## config.mk

```make
export PLATFORM = sky130hd
export DESIGN_NAME = cdc_handshake_rx_flat
export DESIGN_NICKNAME = d
export VERILOG_FILES = /design/src/rtl/cdc_handshake_rx_pkg.sv /design/src/rtl/cdc_handshake_rx_if.sv /design/src/rtl/cdc_handshake_rx_sync_nff.sv /design/src/rtl/cdc_handshake_rx.sv /design/src/flat_wrapper.sv
export SDC_FILE = /design/constraint.sdc
export NUM_CORES = 1
export LEC_CHECK = 0
export CELL_PAD_IN_SITES_DETAIL_PLACEMENT = 0
export CELL_PAD_IN_SITES_GLOBAL_PLACEMENT = 2
export CORE_UTILIZATION = 33
export CTS_CLUSTER_SIZE = 16
export DETAILED_ROUTE_END_ITERATION = 8
export GPL_TIMING_DRIVEN = 0
export PLACE_DENSITY = 0.82
export SLEW_MARGIN = 10
export SYNTH_ARGS = -nofsm -noshare
export SYNTH_HDL_FRONTEND = slang
export SYNTH_SLANG_ARGS = --single-unit
export TNS_END_PERCENT = 50
```

## constraint.sdc

```tcl
create_clock -name clk_b -period 1.9 [get_ports clk_b]
set_input_delay 0.285 -clock clk_b [delete_from_list [all_inputs] [get_ports clk_b]]
set_output_delay 0.285 -clock clk_b [all_outputs]
set_load 0.05 [all_outputs]
```

## src/rtl/cdc_handshake_rx_pkg.sv

```systemverilog
// Shared definitions for the clk_b-side handshake receiver and its synchronizer.
package cdc_pkg;

    typedef enum logic [1:0] {
        IDLE     = 2'd0,
        HOLD     = 2'd1,
        ACK      = 2'd2,
        WAIT_LOW = 2'd3
    } hs_state_t;

    localparam int CDC_SYNC_STAGES = 2;
    localparam int CDC_HS_TIMEOUT  = 64;
    localparam int CDC_CNT_W       = 8;

endpackage

```

## src/rtl/cdc_handshake_rx_if.sv

```systemverilog
// Source-facing req/data/ack plus downstream valid/ready bundle for cdc_handshake_rx.
interface cdc_handshake_rx_if
    import cdc_pkg::*;
#(
    parameter int WIDTH = 4
);
    logic                 req_a;
    logic [WIDTH-1:0]     data_a;
    logic                 valid_b;
    logic                 ready_b;
    logic [WIDTH-1:0]     data_b;
    logic                 ack_b;
    logic                 err_b;
    logic [CDC_CNT_W-1:0] xfer_cnt;

    modport master (
        output req_a, data_a, ready_b,
        input  valid_b, data_b, ack_b, err_b, xfer_cnt
    );

    modport slave (
        input  req_a, data_a, ready_b,
        output valid_b, data_b, ack_b, err_b, xfer_cnt
    );
endinterface

```

## src/rtl/cdc_handshake_rx_sync_nff.sv

```systemverilog
// Purpose: STAGES-deep 1-bit flop-chain synchronizer, async active-low reset to 0.
// Latency: STAGES clk edges from d to q.
// Backpressure: none; free-running.
module sync_nff #(
    parameter int STAGES = 2
) (
    input  logic clk,
    input  logic rst_n,
    input  logic d,
    output logic q
);
    logic [STAGES-1:0] sr;

    always_ff @(posedge clk or negedge rst_n) begin
        if (!rst_n) begin
            sr <= '0;
        end else begin
            sr <= {sr[STAGES-2:0], d};
        end
    end

    assign q = sr[STAGES-1];
endmodule

```

## src/rtl/cdc_handshake_rx.sv

```systemverilog
// Purpose: clk_b-side 4-phase req/ack receiver with valid/ready output and stuck-req timeout.
// Latency: data_b/valid_b update SYNC_STAGES+1 edges after req_a is first sampled high.
// Backpressure: holds valid_b/data_b and withholds ack_b until ready_b; source stalls on ack.
module cdc_handshake_rx
    import cdc_pkg::*;
#(
    parameter int WIDTH       = 4,
    parameter int SYNC_STAGES = CDC_SYNC_STAGES,
    parameter int TIMEOUT     = CDC_HS_TIMEOUT
) (
    input logic               clk_b,
    input logic               rst_b,
    cdc_handshake_rx_if.slave bus
);
    localparam int TW = (TIMEOUT > 0) ? $clog2(TIMEOUT + 1) : 1;
    localparam int SW = $clog2(SYNC_STAGES + 1);
    localparam logic [TW-1:0] TO_LAST = TW'((TIMEOUT > 0) ? TIMEOUT - 1 : 0);

    logic                 req_s;
    hs_state_t            state, state_nxt;
    logic [WIDTH-1:0]     data_q, data_nxt;
    logic                 valid_q, valid_nxt;
    logic                 ack_q, ack_nxt;
    logic                 err_q, err_nxt;
    logic [CDC_CNT_W-1:0] xfer_q, xfer_nxt;
    logic [TW-1:0]        to_cnt, to_cnt_nxt;
    logic [SW-1:0]        settle_cnt;
    logic                 settled;
    logic                 timeout_hit;

    sync_nff #(.STAGES(SYNC_STAGES)) u_req_sync (
        .clk   (clk_b),
        .rst_n (rst_b),
        .d     (bus.req_a),
        .q     (req_s)
    );

    // The chain resets to 0, so req_s only reflects the real req_a once it has
    // been flushed; leaving WAIT_LOW earlier would capture a req held across reset.
    assign settled     = (settle_cnt == SW'(SYNC_STAGES));
    assign timeout_hit = (TIMEOUT > 0) && (to_cnt == TO_LAST);

    always_ff @(posedge clk_b or negedge rst_b) begin
        if (!rst_b) begin
            settle_cnt <= '0;
        end else if (!settled) begin
            settle_cnt <= settle_cnt + SW'(1);
        end
    end

    always_ff @(posedge clk_b or negedge rst_b) begin
        if (!rst_b) begin
            state   <= WAIT_LOW;
            data_q  <= '0;
            valid_q <= 1'b0;
            ack_q   <= 1'b0;
            err_q   <= 1'b0;
            xfer_q  <= '0;
            to_cnt  <= '0;
        end else begin
            state   <= state_nxt;
            data_q  <= data_nxt;
            valid_q <= valid_nxt;
            ack_q   <= ack_nxt;
            err_q   <= err_nxt;
            xfer_q  <= xfer_nxt;
            to_cnt  <= to_cnt_nxt;
        end
    end

    always_comb begin
        state_nxt  = state;
        data_nxt   = data_q;
        valid_nxt  = valid_q;
        ack_nxt    = ack_q;
        err_nxt    = 1'b0;
        xfer_nxt   = xfer_q;
        to_cnt_nxt = to_cnt;
        case (state)
            IDLE: begin
                if (req_s) begin
                    state_nxt = HOLD;
                    data_nxt  = bus.data_a;
                    valid_nxt = 1'b1;
                end
            end
            HOLD: begin
                // A req drop here is tolerated: the transfer completes and ACK exits at once.
                if (bus.ready_b) begin
                    state_nxt  = ACK;
                    valid_nxt  = 1'b0;
                    ack_nxt    = 1'b1;
                    xfer_nxt   = xfer_q + CDC_CNT_W'(1);
                    to_cnt_nxt = '0;
                end
            end
            ACK: begin
                if (!req_s) begin
                    state_nxt = IDLE;
                    ack_nxt   = 1'b0;
                end else if (timeout_hit) begin
                    state_nxt = WAIT_LOW;
                    ack_nxt   = 1'b0;
                    err_nxt   = 1'b1;
                end else if (TIMEOUT > 0) begin
                    to_cnt_nxt = to_cnt + TW'(1);
                end
            end
            WAIT_LOW: begin
                if (!req_s && settled) begin
                    state_nxt = IDLE;
                end
            end
            default: state_nxt = WAIT_LOW;
        endcase
    end

    assign bus.valid_b  = valid_q;
    assign bus.data_b   = data_q;
    assign bus.ack_b    = ack_q;
    assign bus.err_b    = err_q;
    assign bus.xfer_cnt = xfer_q;
endmodule

```

## src/flat_wrapper.sv

```systemverilog
// flat-port wrapper written by rule: the top's interface ports become plain ports
module cdc_handshake_rx_flat import cdc_pkg::*;
#(
    parameter int WIDTH       = 4,
    parameter int SYNC_STAGES = CDC_SYNC_STAGES,
    parameter int TIMEOUT     = CDC_HS_TIMEOUT
)
  (clk_b, rst_b, bus_req_a, bus_data_a, bus_ready_b, bus_valid_b, bus_data_b, bus_ack_b, bus_err_b, bus_xfer_cnt);
  cdc_handshake_rx_if #(.WIDTH(WIDTH)) bus_i ();
  input logic clk_b;
  input logic rst_b;
  input wire logic [$bits(bus_i.req_a)-1:0] bus_req_a;
  input wire logic [$bits(bus_i.data_a)-1:0] bus_data_a;
  input wire logic [$bits(bus_i.ready_b)-1:0] bus_ready_b;
  output wire logic [$bits(bus_i.valid_b)-1:0] bus_valid_b;
  output wire logic [$bits(bus_i.data_b)-1:0] bus_data_b;
  output wire logic [$bits(bus_i.ack_b)-1:0] bus_ack_b;
  output wire logic [$bits(bus_i.err_b)-1:0] bus_err_b;
  output wire logic [$bits(bus_i.xfer_cnt)-1:0] bus_xfer_cnt;
  assign bus_i.req_a = bus_req_a;
  assign bus_i.data_a = bus_data_a;
  assign bus_i.ready_b = bus_ready_b;
  assign bus_valid_b = bus_i.valid_b;
  assign bus_data_b = bus_i.data_b;
  assign bus_ack_b = bus_i.ack_b;
  assign bus_err_b = bus_i.err_b;
  assign bus_xfer_cnt = bus_i.xfer_cnt;
  cdc_handshake_rx #(.WIDTH(WIDTH), .SYNC_STAGES(SYNC_STAGES), .TIMEOUT(TIMEOUT)) u_core (.clk_b(clk_b), .rst_b(rst_b), .bus(bus_i));
endmodule
```

; Yosys cells after proc, flatten, opt, wreduce, memory -nomap -nowiden
; Index checks and enable logic that the tools add are counted.
[classes]
addsub = 3
n_eq_ne = 11
n_mux = 20
reduce_logical = 11
[op_table]
columns = operator, count
row1 = 2-to-1 mux 7 bit, 3
row2 = one-hot mux 7 bit (2 select lines), 1
row3 = 2-to-1 mux 2 bit, 5
row4 = adder 8 x 1 -> 8 bit (second input constant), 1
row5 = 2-to-1 mux 1 bit, 8
row6 = != test 2 bit (second input constant), 4
row7 = one-hot mux 2 bit (4 select lines), 1
row8 = AND reduction 4 bit, 2
row9 = adder 7 x 1 -> 7 bit (second input constant), 1
row10 = equality test 7 x 6 -> 1 bit (second input constant), 1
row11 = equality test 2 bit (second input constant), 3
row12 = AND reduction 3 bit, 2
row13 = one-hot mux 1 bit (2 select lines), 2
row14 = AND reduction 2 bit, 2
row15 = nonzero test 2 bit, 2
row16 = != test 3 x 2 -> 1 bit (second input constant), 1
row17 = adder 2 x 1 -> 2 bit (second input constant), 1
row18 = equality test 2 x 1 -> 1 bit (second input constant), 1
row19 = logical NOT 2 bit, 1
row20 = != test 2 x 1 -> 1 bit (second input constant), 1
row21 = logical AND 1 bit, 1
row22 = logical NOT 1 bit, 1
[totals]
ff_bits = 28
in_bits = 8
output_inout_bits = 15
word_cells = 54

; Longest topological paths before layout
[logic_depth]
ltp_word = 4
ltp_mapped = 7
mapped_depth_nobuf = 6

; By module
; From an unflattened synthesis, not the netlist that was laid out.
[unflattened]
cells_unflattened = 103
area_unflattened_um2 = 1246.2
[modules_own_cells]
columns = mod, n_inst, cells_per_inst, area_each_um2, seq_area_each_um2
row1 = cdc_handshake_rx, 1, 101, 1196.1, 653.1
row2 = sync_nff, 1, 2, 50.0, 50.0

; Worst setup path before layout
; No wires, ideal clock.
[synth_timing]
path_type = register to register
from = reg u_core.state[1]
to = reg u_core.to_cnt[4]
setup_ps = 82
arrival_time_ps = 1539
required_time_ps = 1818
setup_slack_ps = 279
path_stages_with_launch = 8
n_path_buf = 1
period_less_slack_ps = 1621
path_cell_list = dfstp_2 -> inv_1 -> ha_1 -> nand2b_1 -> buf_2 -> nand3_1 -> o21ba_2 -> a31oi_1
[synth_via]
elab_chain_len = 3
elab_cells_between_ends = 8
classes_between = eq/ne: 5 / mux: 1 / reduce/logical: 2
[synth_lines]
columns = item, line_no
row1 = from (decl), cdc_handshake_rx.sv:20  ; hs_state_t state, state_nxt;
row2 = from (signal assigned), cdc_handshake_rx.sv:61  ; state <= state_nxt;
row3 = equality test 2 bit / equality test 2 x 1 -> 1 bit (equally long branches), cdc_handshake_rx.sv:79  ; case (state)
row4 = != test 2 bit (no source line) / nonzero test 2 bit (equally long branches), -
row5 = AND reduction 4 bit (no source line), -
row6 = to (signal assigned), cdc_handshake_rx.sv:67  ; to_cnt <= to_cnt_nxt;
row7 = to (decl), cdc_handshake_rx.sv:26  ; logic [TW-1:0] to_cnt, to_cnt_nxt;
; Parallel ways exist; a longest one is shown, timed or not.
; A chain may end at the register's enable or synchronous reset.

; Worst setup path in the final report
[layout_timing]
from = reg u_core.xfer_q[5], in the netlist u_core.bus.xfer_cnt[5]
to = out bus_xfer_cnt[5]
[layout_lines]
columns = item, line_no
row1 = from (decl), cdc_handshake_rx.sv:25  ; logic [CDC_CNT_W-1:0] xfer_q, xfer_nxt;
row2 = from (signal assigned), cdc_handshake_rx.sv:66  ; xfer_q <= xfer_nxt;
row3 = to (decl), flat_wrapper.sv:19  ; output wire logic [$bits(bus_i.xfer_cnt)-1:0] bus_xfer_cnt;
; No word-level cell between the ends.

==> out/qor.txt <==
worst path bufs/invs: 1
Yosys cell types: 31
Mapped Area: 1350 sq um
# DRC: 0
peak per-stage delay on the critical path: 830 ps
origin of the critical flop-to-flop path: u_core.state[1]$_DFFE_PN1P_
largest cells by area after synthesis: dfrtp_1, ha_1, mux2_2, dfstp_2, xnor2_1
synthesized area per cell: 11.1 sq um
register bit total from synthesis: 28
vias in the first global route: 979
switching power: 1.15 mW
WL met2: 1.27 mm
worst-case reg-to-reg path depth: 6
sw frac: 43.9%
Main synth FF type: dfrtp_1
Initial Utilization: 35.5%
Final ANT Viol Nets: 0
Num CTS Buffers: 3
Clock Sinks: 28
Max rail drop VDD: 1130 uV
Tot Pwr: 2.61 mW
Crit. End Element: output pin
period utilization: 94.7%
Starting DRT DRC Count: 25
DRT Wirelength: 2.61 mm
core area: 3800 sq um
Final HPWL DP: 1.90 mm
CP max FO: 4
share of cells above drive strength 1: 12.8%
Final Hold Fails: 0
number of hold buffers added after cts: 0
sequential share of power: 35.7%
pwr dens: 1550 nW/um^2
Final min period: 1800 ps
antenna violations before repair: 0
die height: 66.0 um
Max H-tree Level: 1
sequential fraction of the synthesis area: 52.1%
leakage: 0.720 nW
DIE AREA: 4350 sq um
Hold Path Class: input port to asynchronous set/reset pin
top cell type's share of synthesized area: 48.2%
setup_tns: 0 ps
syn nets: 138
largest net degree at the start of global routing: 29
Pint: 1.46 mW
P&R area growth vs syn: 25.0%
Clk pwr share: 14.2%
CTS root buf: clkbuf_8
first-pass GRT wire length: 4.45 mm
Cells after Synth: 122
Ports: 23
CP arrival: 1510 ps
TritonCTS clock tree: done
post-CTS resize count: 0
part of the power in combinational logic: 50.1%
worst clock skew: 6.88 ps
aggregate global-route resource usage: 13.5%
Max clock buf depth: 2
slowest CP cell: clkdlybuf4s50_1
outcome: complete, no violations
ys async rst share: 100%
Clk pin slew, worst setup/hold paths: 100 ps
row cnt: 22
Least-Margin Pin Slew: 627 ps
final number of max-transition violations: 0
RSZ-0062 raised after global routing: no
Net count, final: 165
maxcap violations: 0
Worst EP required: 1620 ps
cell family with most CP delay: buffers and inverters
Max Used Layer: met4
synth warn: 0
GPL Wtd Cong: 0.755
IO Port Bufs: 22
vias per cell: 5.04
First-pass DRT Iterations: 4
fmax: 0.556 GHz
post-synth top area cell: dfrtp_1
Die Wd: 66.0 um
EDFF count, synth: 0
routed vias: 987
met1 WL: 1.21 mm
Final setup violation count: 0
reg2reg end: u_core.state[1]$_DFFE_PN1P_
most frequent cells in the layout: dfrtp_1, clkdlybuf4s50_1, inv_1
CP cell instances: clkdlybuf4s50_1
routed length on met3: 110 um
worst skew pair latency: 280 ps
most common cell after layout, fill and taps aside: dfrtp_1
DR WL/cell: 13.3 um
Crit Path Category: register to output pin
Overflow after GRT: 0
CP startpoint kind: register
Relative slew margins: 58.2%
setup slack, reg-to-reg: 160 ps
n_diodes: 0
setup bufs post-CTS: 0
## kinds of logic (layout without fill, tap and decap cells)
logic type                 Yosys count  in the layout  share of synthesized area [%]
DFF                                 28             28                           52.1
AOI/OAI and AO/OA                   30             30                           15.8
buffers and inverters               11             37                           3.15
muxes                                6              6                           4.91
and+or+nand+nor                     31             31                           11.5
xor gates and xnor gates             8              8                           5.19
adders and majority gates            8              8                           7.41
## layout make-up
| cell class | instances | area (sq um) |
|---|---|---|
| Sequential cell | 28 | 703 |
| Clock buffer | 4 | 55.1 |
| Fill cell | 366 | 2110 |
| Inverter | 10 | 37.5 |
| Tap cell | 48 | 60.1 |
| Multi-Input combinational cell | 83 | 609 |
| Buffer | 1 | 7.51 |
| Timing Repair Buffer | 22 | 215 |
## sequential cells by signal, indices dropped and copies added, names as in the netlist
signal	cells
u_core.bus.xfer_cnt	8
u_core.to_cnt	7
u_core.bus.data_b	4
u_core.settle_cnt	2
u_core.state	2
u_core.u_req_sync.sr	2
u_core.bus.ack_b	1
u_core.bus.err_b	1
u_core.bus.valid_b	1
## Yosys cell counts, drive strengths merged, types with 2 or more instances
| master | number |
|---|---|
| nand2b | 4 |
| nand3 | 8 |
| dfrtp | 26 |
| nand2 | 10 |
| a21o | 2 |
| dfstp | 2 |
| o31a | 2 |
| nor2b | 2 |
| a31oi | 3 |
| o31ai | 4 |
| inv | 10 |
| o2111ai | 2 |
| o21ai | 4 |
| o22ai | 2 |
| mux2 | 5 |
| xor2 | 3 |
| a21oi | 5 |
| ha | 8 |
| xnor2 | 5 |
| nor2 | 4 |
| a21boi | 3 |
## power groups by stage
stage / Clock (mW) / Combinational, mW / Sequential, mW
after floorplan: 0 / 0.509 / 1.33
after global placement: 0 / 1.29 / 0.936
after detailed placement: 0 / 1.31 / 0.944
after CTS: 0.387 / 1.31 / 0.935
after global routing: 0.410 / 1.42 / 0.967
final: 0.370 / 1.31 / 0.932
## layer usage
layer | GRT usage [%] | up-vias
met5 | 0 | -
met4 | 3.99 | 0
met3 | 4.31 | 2
met2 | 22.8 | 19
met1 | 16.4 | 485
li1 | - | 481
## how the worst max path moves through the flow
stage | start | end | slack [ps] | cells past startpoint
3_3_place_gp | rst_b | u_core.bus.xfer_cnt[1]$_DFFE_PN0P_ | 70 | 1
6_report | u_core.bus.xfer_cnt[5]$_DFFE_PN0P_ | bus_xfer_cnt[5] | 100 | 1
5_1_grt | u_core.state[1]$_DFFE_PN1P_ | u_core.state[1]$_DFFE_PN1P_ | 20 | 6
2_1_floorplan | u_core.state[1]$_DFFE_PN1P_ | u_core.to_cnt[4]$_DFFE_PN0P_ | 280 | 7
4_1_cts | u_core.state[1]$_DFFE_PN1P_ | u_core.state[1]$_DFFE_PN1P_ | 50 | 6
3_5_place_dp | u_core.state[1]$_DFFE_PN1P_ | u_core.state[1]$_DFFE_PN1P_ | 70 | 6
## stage by stage
step / setup WS [ps] / util [%] / hold slack (ps) / cell area (sq um) / instances
after CTS: 45.1 / 44.2 / 43.5 / 1680 / 196
after detailed placement: 65.4 / 42.8 / 340 / 1630 / 192
after global routing: 16.0 / 44.4 / 57.2 / 1690 / 196
after global placement: 72.8 / 42.9 / 334 / 1630 / 192
final: 101 / 44.4 / 13.1 / 1690 / 196
after floorplan: 279 / - / -10.6 / 1350 / 122
Power figures use the tool's default switching activity.
